===== config.mk =====
export PLATFORM = sky130hd
export DESIGN_NAME = ulpi_link
export DESIGN_NICKNAME = d
export VERILOG_FILES = /design/src/rtl/ulpi_link.sv
export SDC_FILE = /design/constraint.sdc
export NUM_CORES = 1
export LEC_CHECK = 0
export ABC_AREA = 1
export CAP_MARGIN = 5
export CORE_MARGIN = 1.5
export CORE_UTILIZATION = 44
export DETAILED_ROUTE_END_ITERATION = 7
export PLACE_DENSITY = 0.87
export REMOVE_ABC_BUFFERS = 1
export SYNTH_ARGS = -nofsm -noshare
export SYNTH_HDL_FRONTEND = slang
export SYNTH_SLANG_ARGS = --single-unit

===== constraint.sdc =====
create_clock -name clk_i -period 1.43 [get_ports clk_i]
set_input_delay 0.286 -clock clk_i [delete_from_list [all_inputs] [get_ports clk_i]]
set_output_delay 0.286 -clock clk_i [all_outputs]
set_load 0.005 [all_outputs]

===== src/rtl/ulpi_link.sv =====
// ULPI link-layer engine: programs the PHY into non-driving sniff mode after
// reset, decodes PHY-driven cycles into an RX byte stream plus RX CMD status,
// and performs single register writes on behalf of the sniffer core.
module ulpi_link #(
    parameter int unsigned INIT_DELAY     = 16,
    parameter logic [5:0]  FUNC_CTRL_ADDR = 6'h04,
    parameter logic [7:0]  FUNC_CTRL_INIT = 8'h48
) (
    input  logic       clk_i,
    input  logic       rst_i,
    input  logic [7:0] ulpi_data_i,
    output logic [7:0] ulpi_data_o,
    input  logic       ulpi_dir_i,
    input  logic       ulpi_nxt_i,
    output logic       ulpi_stp_o,
    input  logic       reg_wr_i,
    input  logic [5:0] reg_addr_i,
    input  logic [7:0] reg_data_i,
    output logic       reg_busy_o,
    output logic       reg_done_o,
    output logic       ready_o,
    output logic [7:0] rx_data_o,
    output logic       rx_valid_o,
    output logic       rx_active_o,
    output logic       rx_error_o,
    output logic [1:0] linestate_o
);

    localparam int unsigned CW = $clog2(INIT_DELAY) + 1;
    localparam logic [CW-1:0] CNT_LAST = CW'(INIT_DELAY - 1);

    typedef enum logic [2:0] {INIT_WAIT, IDLE, CMD, DATA, STP} state_t;

    state_t        state, state_n;
    logic          dir_q;
    logic [CW-1:0] cnt, cnt_n;
    logic          pend, pend_n;
    logic [5:0]    pend_addr, pend_addr_n;
    logic [7:0]    pend_data, pend_data_n;
    logic [7:0]    data_n;
    logic          stp_n, busy_n, done_n, ready_n;
    logic          start, accept, rx_byte, rx_cmd;
    logic          act_n, err_n;

    assign start   = pend && !ulpi_dir_i && !dir_q;
    assign accept  = ready_o && !reg_busy_o && reg_wr_i;
    assign rx_byte = ulpi_dir_i && dir_q && ulpi_nxt_i;
    assign rx_cmd  = ulpi_dir_i && dir_q && !ulpi_nxt_i;

    // TX state register and registered bus/handshake outputs
    always_ff @(posedge clk_i or posedge rst_i) begin
        if (rst_i) begin
            state       <= INIT_WAIT;
            cnt         <= '0;
            pend        <= 1'b0;
            pend_addr   <= '0;
            pend_data   <= '0;
            ulpi_data_o <= '0;
            ulpi_stp_o  <= 1'b0;
            reg_busy_o  <= 1'b0;
            reg_done_o  <= 1'b0;
            ready_o     <= 1'b0;
        end else begin
            state       <= state_n;
            cnt         <= cnt_n;
            pend        <= pend_n;
            pend_addr   <= pend_addr_n;
            pend_data   <= pend_data_n;
            ulpi_data_o <= data_n;
            ulpi_stp_o  <= stp_n;
            reg_busy_o  <= busy_n;
            reg_done_o  <= done_n;
            ready_o     <= ready_n;
        end
    end

    // TX next-state: a PHY turnaround in CMD/DATA aborts back to IDLE
    always_comb begin
        state_n = state;
        case (state)
            INIT_WAIT: if (cnt == CNT_LAST) state_n = IDLE;
            IDLE:      if (start) state_n = CMD;
            CMD:       if (ulpi_dir_i) state_n = IDLE;
                       else if (ulpi_nxt_i) state_n = DATA;
            DATA:      if (ulpi_dir_i) state_n = IDLE;
                       else if (ulpi_nxt_i) state_n = STP;
            STP:       state_n = IDLE;
            default:   state_n = INIT_WAIT;
        endcase
    end

    // TX outputs, pending-write bookkeeping and request acceptance
    always_comb begin
        cnt_n       = cnt;
        pend_n      = pend;
        pend_addr_n = pend_addr;
        pend_data_n = pend_data;
        data_n      = ulpi_data_o;
        stp_n       = 1'b0;
        busy_n      = reg_busy_o;
        done_n      = 1'b0;
        ready_n     = ready_o;
        case (state)
            INIT_WAIT: begin
                data_n = '0;
                if (cnt == CNT_LAST) begin
                    pend_n      = 1'b1;
                    pend_addr_n = FUNC_CTRL_ADDR;
                    pend_data_n = FUNC_CTRL_INIT;
                end else begin
                    cnt_n = cnt + 1'b1;
                end
            end
            IDLE: begin
                data_n = start ? {2'b10, pend_addr} : 8'h00;
            end
            CMD: begin
                if (ulpi_dir_i) data_n = '0;
                else if (ulpi_nxt_i) data_n = pend_data;
            end
            DATA: begin
                if (ulpi_dir_i) data_n = '0;
                else if (ulpi_nxt_i) begin
                    data_n = '0;
                    stp_n  = 1'b1;
                end
            end
            STP: begin
                data_n = '0;
                pend_n = 1'b0;
                // only user writes ever raise busy, so it tells the two kinds apart
                if (reg_busy_o) begin
                    done_n = 1'b1;
                    busy_n = 1'b0;
                end else begin
                    ready_n = 1'b1;
                end
            end
            default: data_n = '0;
        endcase
        if (accept) begin
            pend_n      = 1'b1;
            pend_addr_n = reg_addr_i;
            pend_data_n = reg_data_i;
            busy_n      = 1'b1;
        end
    end

    // RX status next values: packet activity and sticky per-packet error
    always_comb begin
        act_n = rx_active_o;
        err_n = rx_error_o;
        if (ulpi_dir_i && !dir_q && ulpi_nxt_i) act_n = 1'b1;
        if (!ulpi_dir_i && dir_q) act_n = 1'b0;
        if (rx_cmd) act_n = ulpi_data_i[4];
        if (act_n && !rx_active_o) err_n = 1'b0;
        if (rx_cmd && ulpi_data_i[5:4] == 2'b11) err_n = 1'b1;
    end

    // RX registers: direction history, data bytes and RX CMD linestate
    always_ff @(posedge clk_i or posedge rst_i) begin
        if (rst_i) begin
            dir_q       <= 1'b0;
            rx_data_o   <= '0;
            rx_valid_o  <= 1'b0;
            rx_active_o <= 1'b0;
            rx_error_o  <= 1'b0;
            linestate_o <= '0;
        end else begin
            dir_q       <= ulpi_dir_i;
            rx_valid_o  <= rx_byte;
            rx_active_o <= act_n;
            rx_error_o  <= err_n;
            if (rx_byte) rx_data_o <= ulpi_data_i;
            if (rx_cmd) linestate_o <= ulpi_data_i[1:0];
        end
    end

endmodule


==> impl_metrics.csv, run 1 <==
group,metric,value,unit
critical_path,slowest_stage,"dfrtp_1",
timing,fmax,0.6811,GHz
floorplan,dieWidth,73.22,µm
routing,routed_wl,5.039,mm
floorplan,ioPinCount,52,
critical_path,worst_path_most_repeated_cell,"nand2_1",
clocking,path_clk_slew,90,ps
clocking,cts_buffer_depth,2,
floorplan,die_area,0.005361,mm²
grt,grt_max_degree,50,
critical_path,path_cells,"ha_2, inv_2, nor2_2, ha_4, nand3b_1, nand2_1, o21bai_1, nand2_1",
grt,antenna_found_initial,0,
floorplan,die_h,73.22,µm
synth,synth_edf_count,0,
routing,drcViolationCount,0,
critical_path,start_kind,"flip-flop",
routing,dr.first_iter.drc_count,122,
power_and_ir_drop,seqPwrFrac,41.8,%
floorplan,rows,25,
final_layout,drive_above_1_share,18.71,%
routing,ant_nets,0,
grt,grtUsageMet2,35.96,%
grt,grt_busiest_layer,"met2",
job,drv_cap,0,
routing,drt_first_pass_iters,4,
clocking,root_buffer,"clkbuf_8",
timing,hold_viol_final,0,
routing,avgRoutedWirePerCell,12.32,µm
placed_design,placed_area,0.002860,mm²
grt,grt_pass1_wl,8.328,mm
timing,slew_headroom,74.14,%
synth,synthArstFlopShare,100.0,%
timing,min_period,1468,ps
critical_path,worstPathArrival,1660,ps
synth,seq_area_frac_synth,56.52,%
power_and_ir_drop,irDropWorstVdd,0.9064,mV
power_and_ir_drop,leakage,1.755,nW
power_and_ir_drop,total_power,0.004495,W
critical_path,required,1620,ps
grt,grt_pass1_vias,2010,
timing,clock_skew,9.912,ps
power_and_ir_drop,internal_power,0.003037,W
timing,worstMarginPinSlew,387.5,ps
final_layout,nets,370,
final_layout,final_core_util,66.44,%
power_and_ir_drop,p_switching,0.001458,W
critical_path,cp_max_fo,4,
clocking,tritoncts,"built",
outcome,status,"finished with violations",
power_and_ir_drop,p_clk_share,21.6,%
routing,drt-vias-per-instance,4.780,
placed_design,io_buffers,51,
placed_design,dp_hpwl,3.502,mm
placed_design,place_congestion,0.7724,
critical_path,cpPeakStageDelay,360,ps
grt,gr-usage-all-layers,19.99,%
final_layout,final_common_cell,"nand2_1",
grt,met3_usage,5.110,%
synth,syn_avg_cell_area,8.508,µm²
synth,syn_area,0.002170,mm²
synth,ys_ff_latch,49,
timing,slew_violations,0,
power_and_ir_drop,p_comb_share,36.6,%
final_layout,mostFrequentLayoutCells,"nand2_1 (98), dfrtp_1 (48), buf_4 (28)",
grt,grtUsageMet1,23.37,%
floorplan,initial_utilization,45.93,%
power_and_ir_drop,swShare,32.44,%
synth,synthCells,255,
critical_path,criticalPathCategory,"flip-flop to flip-flop",
critical_path,critPathCaptureType,"flip-flop",
timing,fin_ws,-38.22,ps
clocking,clkLatencyLatePin,300,ps
power_and_ir_drop,power_density,1432,mW/mm²
routing,vias,1955,
clocking,clock_sinks,49,
floorplan,coreArea,0.004723,mm²
outcome,violations,"setup timing",
hold_path,hold_class,"input pin to async pin",
grt,gr-total-overflow,0,
clocking,cts_buffers,5,
timing,period_share,102.7,%
synth,ys_warn_count,0,
synth,synth_ff_type,"dfrtp_1",
timing,setup_viol,4,
final_layout,antenna_cells,0,
final_layout,design_area,0.003138,mm²
synth,yosysUniqueCellTypes,26,
timing,rsz0062_at_grt,"true",
clocking,cts-htree-levels,2,
final_layout,area_delta_synth_final,44.64,%
[cell type report]
class | count | area (µm²)
repair buffers | 82 | 763.2
well taps | 67 | 83.83
clock inverters | 2 | 38.79
flip-flops and latches | 49 | 1227
multi-input cells | 171 | 827.0
inverters | 32 | 125.1
clock buffers | 6 | 72.57
fillers | 363 | 1585
[logic make-up (layout without fill, tap and decap cells)]
| group | Yosys count | after routing | share of synthesized area (%) |
|---|---|---|---|
| simple gates | 140 | 140 | 26.64 |
| buf+inv | 35 | 122 | 6.978 |
| xor+xnor | 3 | 3 | 1.211 |
| compound gates | 26 | 26 | 7.497 |
| flops | 49 | 49 | 56.52 |
| fa+ha+maj | 2 | 2 | 1.153 |
[cells in the mapped netlist, drive strengths merged (2+ instances only)]
| master | n | area share, % |
|---|---|---|
| buf | 2 | 1.0 |
| o21ai | 22 | 5.9 |
| ha | 2 | 1.2 |
| nand3 | 10 | 2.5 |
| dfrtp | 49 | 57 |
| inv | 32 | 5.8 |
| xor2 | 2 | 0.81 |
| nor4 | 2 | 0.58 |
| nand2 | 102 | 18 |
| nor2 | 24 | 4.8 |
[routing by layer]
metal	part of all wire, %	up-vias
met3	5.4	4
met1	43	920
met5	0	-
met2	51	72
li1	-	959
met4	0.60	0
[flip-flops by register name (all words and copies together) (netlist names), 2 cells and up]
| signal | count |
|---|---|
| pend_data | 8 |
| rx_data_o | 8 |
| ulpi_data_o | 8 |
| pend_addr | 6 |
| cnt | 5 |
| state | 3 |
| linestate_o | 2 |
[timing repair]
action / CTS / global route
hold buffers: 0 / 0
pin swaps: 9 / 5
endpoints found under the setup margin: 39 / 33
setup buffers: 15 / 3
gates resized for setup: 26 / 13
[through the flow]
step / hold slack, ps / setup slack (ps) / setup TNS [ps] / std cells
2_1_floorplan: 317.4 / -63.63 / -1494 / 252
3_3_place_gp: 454.0 / -121.8 / -1740 / 383
3_5_place_dp: 459.6 / -171.1 / -2771 / 383
4_1_cts: 347.8 / -52.76 / -170.7 / 406
5_1_grt: 372.4 / -115.5 / -643.0 / 409
6_report: 342.6 / -38.22 / -81.35 / 409
[worst max-delay path, delay by kind of cell (launching register included)]
kind            cells  cell delay [ps]
fa+ha+maj           2              330
buf+inv             1               40
simple gates        4              470
compound gates      1              150
flops               1              360
[power groups by stage]
| stage | clock network, W | logic [W] | registers [W] |
|---|---|---|---|
| floorplan | 0 | 0.000742 | 0.00189 |
| CTS | 0.000995 | 0.00155 | 0.00187 |
| detailed placement | 0 | 0.00140 | 0.00191 |
| global route | 0.00104 | 0.00183 | 0.00192 |
| finish | 0.000971 | 0.00165 | 0.00188 |
| global placement | 0 | 0.00133 | 0.00190 |
[worst paths after layout]
| path | to | slack [ps] | cells after the start | start |
|---|---|---|---|---|
| worst max register to register | state[0] | -40 | 8 | cnt[1] |
| min in group clk_i | rx_data_o[6] | 470 | 2 | rx_data_o[6] |
| worst max-delay path | state[0] | -40 | 8 | cnt[1] |
| worst min register to register | rx_data_o[6] | 470 | 2 | rx_data_o[6] |
| max in group asynchronous | state[1] | 850 | 3 | rst_i |
| worst min-delay path | rx_data_o[2] | 340 | 3 | rst_i |
Power figures use the tool's default switching activity.
==> run 2, diff against run 1 <==
- CORE_UTILIZATION: 44 -> 45
- PLACE_DENSITY: 0.87 -> default
- PLACE_DENSITY_LB_ADDON: default -> 0.08
- clock period: 1.43 -> 1.5 ns (I/O delays scaled with it)
==> run 2 against run 1 <==
  * The flow still finishes with violations (setup timing)
  * Critical path depth decreased by 1
  * Critical endpoint is now cnt[0]
  * Via count is 8.4% lower
  * First-iteration DRC count decreased by 28%
  * Maximum frequency is 4.7% lower
  * Sequential cell count stayed put
  * Clock skew fell by 6.2 ps
  * Highest routed layer unchanged
==> impl_metrics.csv, run 2 (same netlist as run 1, synthesis figures left out) <==
group,metric,value,unit
routing,vias,1790,
timing,slew_violations,0,
final_layout,final_common_cell,"nand2_1",
grt,grt_max_degree,50,
timing,clock_skew,3.680,ps
timing,hold_viol_final,0,
timing,fin_ws,-40.05,ps
critical_path,criticalPathCategory,"flip-flop to flip-flop",
critical_path,worst_path_most_repeated_cell,"ha_2",
routing,routed_wl,4.392,mm
floorplan,rows,25,
routing,drt-vias-per-instance,4.532,
placed_design,dp_hpwl,3.043,mm
power_and_ir_drop,seqPwrFrac,44.2,%
final_layout,design_area,0.003084,mm²
timing,period_share,102.7,%
power_and_ir_drop,p_comb_share,37.3,%
placed_design,placed_area,0.002851,mm²
clocking,root_buffer,"clkbuf_8",
power_and_ir_drop,irDropWorstVdd,1.073,mV
final_layout,drive_above_1_share,16.13,%
clocking,path_clk_slew,90,ps
power_and_ir_drop,p_switching,0.001317,W
timing,slew_headroom,74.82,%
final_layout,mostFrequentLayoutCells,"nand2_1 (100), dfrtp_1 (49), clkdlybuf4s50_1 (44)",
outcome,status,"finished with violations",
critical_path,path_cells,"ha_2, inv_2, nor2_1, ha_2, nand3b_1, buf_4, xnor2_1",
grt,gr-usage-all-layers,18.81,%
final_layout,nets,369,
power_and_ir_drop,swShare,32.43,%
placed_design,place_congestion,0.7885,
timing,rsz0062_at_grt,"true",
critical_path,required,1690,ps
final_layout,antenna_cells,0,
placed_design,io_buffers,51,
placed_design,dp_cells,371,
grt,grt_pass1_wl,7.555,mm
floorplan,dieWidth,72.44,µm
critical_path,worstPathArrival,1730,ps
floorplan,ioPinCount,52,
critical_path,cp_max_fo,4,
hold_path,hold_class,"input pin to async pin",
critical_path,start_kind,"flip-flop",
critical_path,critPathCaptureType,"flip-flop",
clocking,clkLatencyLatePin,300,ps
final_layout,stdcell_count,395,
routing,drcViolationCount,0,
timing,setup_viol,4,
floorplan,coreArea,0.004692,mm²
routing,drt_first_pass_iters,4,
clocking,clock_sinks,49,
job,drv_cap,0,
routing,dr.first_iter.drc_count,88,
power_and_ir_drop,internal_power,0.002744,W
clocking,cts_buffers,5,
final_layout,top_regs,"pend_data x8, rx_data_o x8, ulpi_data_o x8",
floorplan,die_h,72.44,µm
critical_path,path_buf_inv,2,
clocking,cts_buffer_depth,2,
floorplan,initial_utilization,46.24,%
routing,avgRoutedWirePerCell,11.12,µm
final_layout,final_core_util,65.73,%
floorplan,die_area,0.005247,mm²
timing,worstMarginPinSlew,377.3,ps
clocking,tritoncts,"built",
timing,min_period,1540,ps
grt,antenna_found_initial,0,
final_layout,area_delta_synth_final,42.16,%
placed_design,place_ws,-112.7,ps
power_and_ir_drop,p_clk_share,18.5,%
routing,ant_nets,0,
critical_path,cpPeakStageDelay,400,ps
critical_path,slowest_stage,"dfrtp_1",
critical_path,cp_top_family,"flip-flops",
clocking,cts-htree-levels,2,
timing,fmax,0.6493,GHz
outcome,violations,"setup timing",
grt,gr-total-overflow,0,
power_and_ir_drop,leakage,1.690,nW
power_and_ir_drop,power_density,1317,mW/mm²
grt,grt_pass1_vias,1685,
run 2: cell types whose count changed in the layout (fill, tap and decap cells not counted), sizes merged:
cell           previous run  this run
bufinv                    1         0
dlygate4sd2              19         0
clkdlybuf4s50            26        44
buf                      31        30
dlymetal6s2s              6         7
clkinv                    1         2
run 2: path summary, 6_finish.rpt:
check | to | startpoint | cells after the start | slack [ps]
setup / recovery | cnt[0] | cnt[0] | 7 | -40
hold / removal | rx_data_o[1] | rst_i | 3 | 360
setup reg to reg | cnt[0] | cnt[0] | 7 | -40
hold reg to reg | rx_data_o[7] | rx_data_o[7] | 2 | 480
max in group asynchronous | state[2] | rst_i | 3 | 920
min in group clk_i | rx_data_o[7] | rx_data_o[7] | 2 | 480
run 2: stage by stage:
stage | total power, W | hold WS [ps] | TNS, ps
6_report | 0.004061 | 359.0 | -74.87
5_1_grt | 0.004368 | 385.2 | -977.8
4_1_cts | 0.004019 | 370.7 | -3.272
3_5_place_dp | 0.003100 | 460.6 | -2007
3_3_place_gp | 0.003075 | 453.6 | -1674
2_1_floorplan | 0.002507 | 331.4 | 0
run 2: area by class of cell:
class | instances | area [µm²]
multi-input combinational | 171 | 804.5
inverter | 32 | 125.1
timing repair buffer | 81 | 778.2
clock inverter | 2 | 10.01
tap | 54 | 67.56
fill | 421 | 1608
sequential | 49 | 1226
clock buffer | 6 | 72.57
run 2: worst min-delay path: stages:
cell	delay, ps
clkdlybuf4s50_1	420
inv_2	70
buf_12	250
run 2: power by group through the flow:
stage / registers [W] / clock network [W] / logic (W)
after floorplan: 0.00180 / 0 / 0.000708
final: 0.00180 / 0.000750 / 0.00152
after detailed placement: 0.00183 / 0 / 0.00127
after CTS: 0.00180 / 0.000778 / 0.00145
after global routing: 0.00183 / 0.000820 / 0.00171
after global placement: 0.00182 / 0 / 0.00125
run 2: what timing repair did:
item                       CTS  global route
gates resized for setup      3            17
cloned                       0             0
hold buffers                 0             0
setup endpoints to repair   18            29
pin swaps                    2             0
buffers inserted             9             7
run 2: per-layer routing:
layer | routed length (µm) | GRT usage [%] | share of wire [%]
met1 | 2201 | 25.87 | 50
met4 | 76 | 7.547 | 1.7
met5 | 0 | 0 | 0
met2 | 1915 | 28.81 | 44
met3 | 199 | 4.583 | 4.5
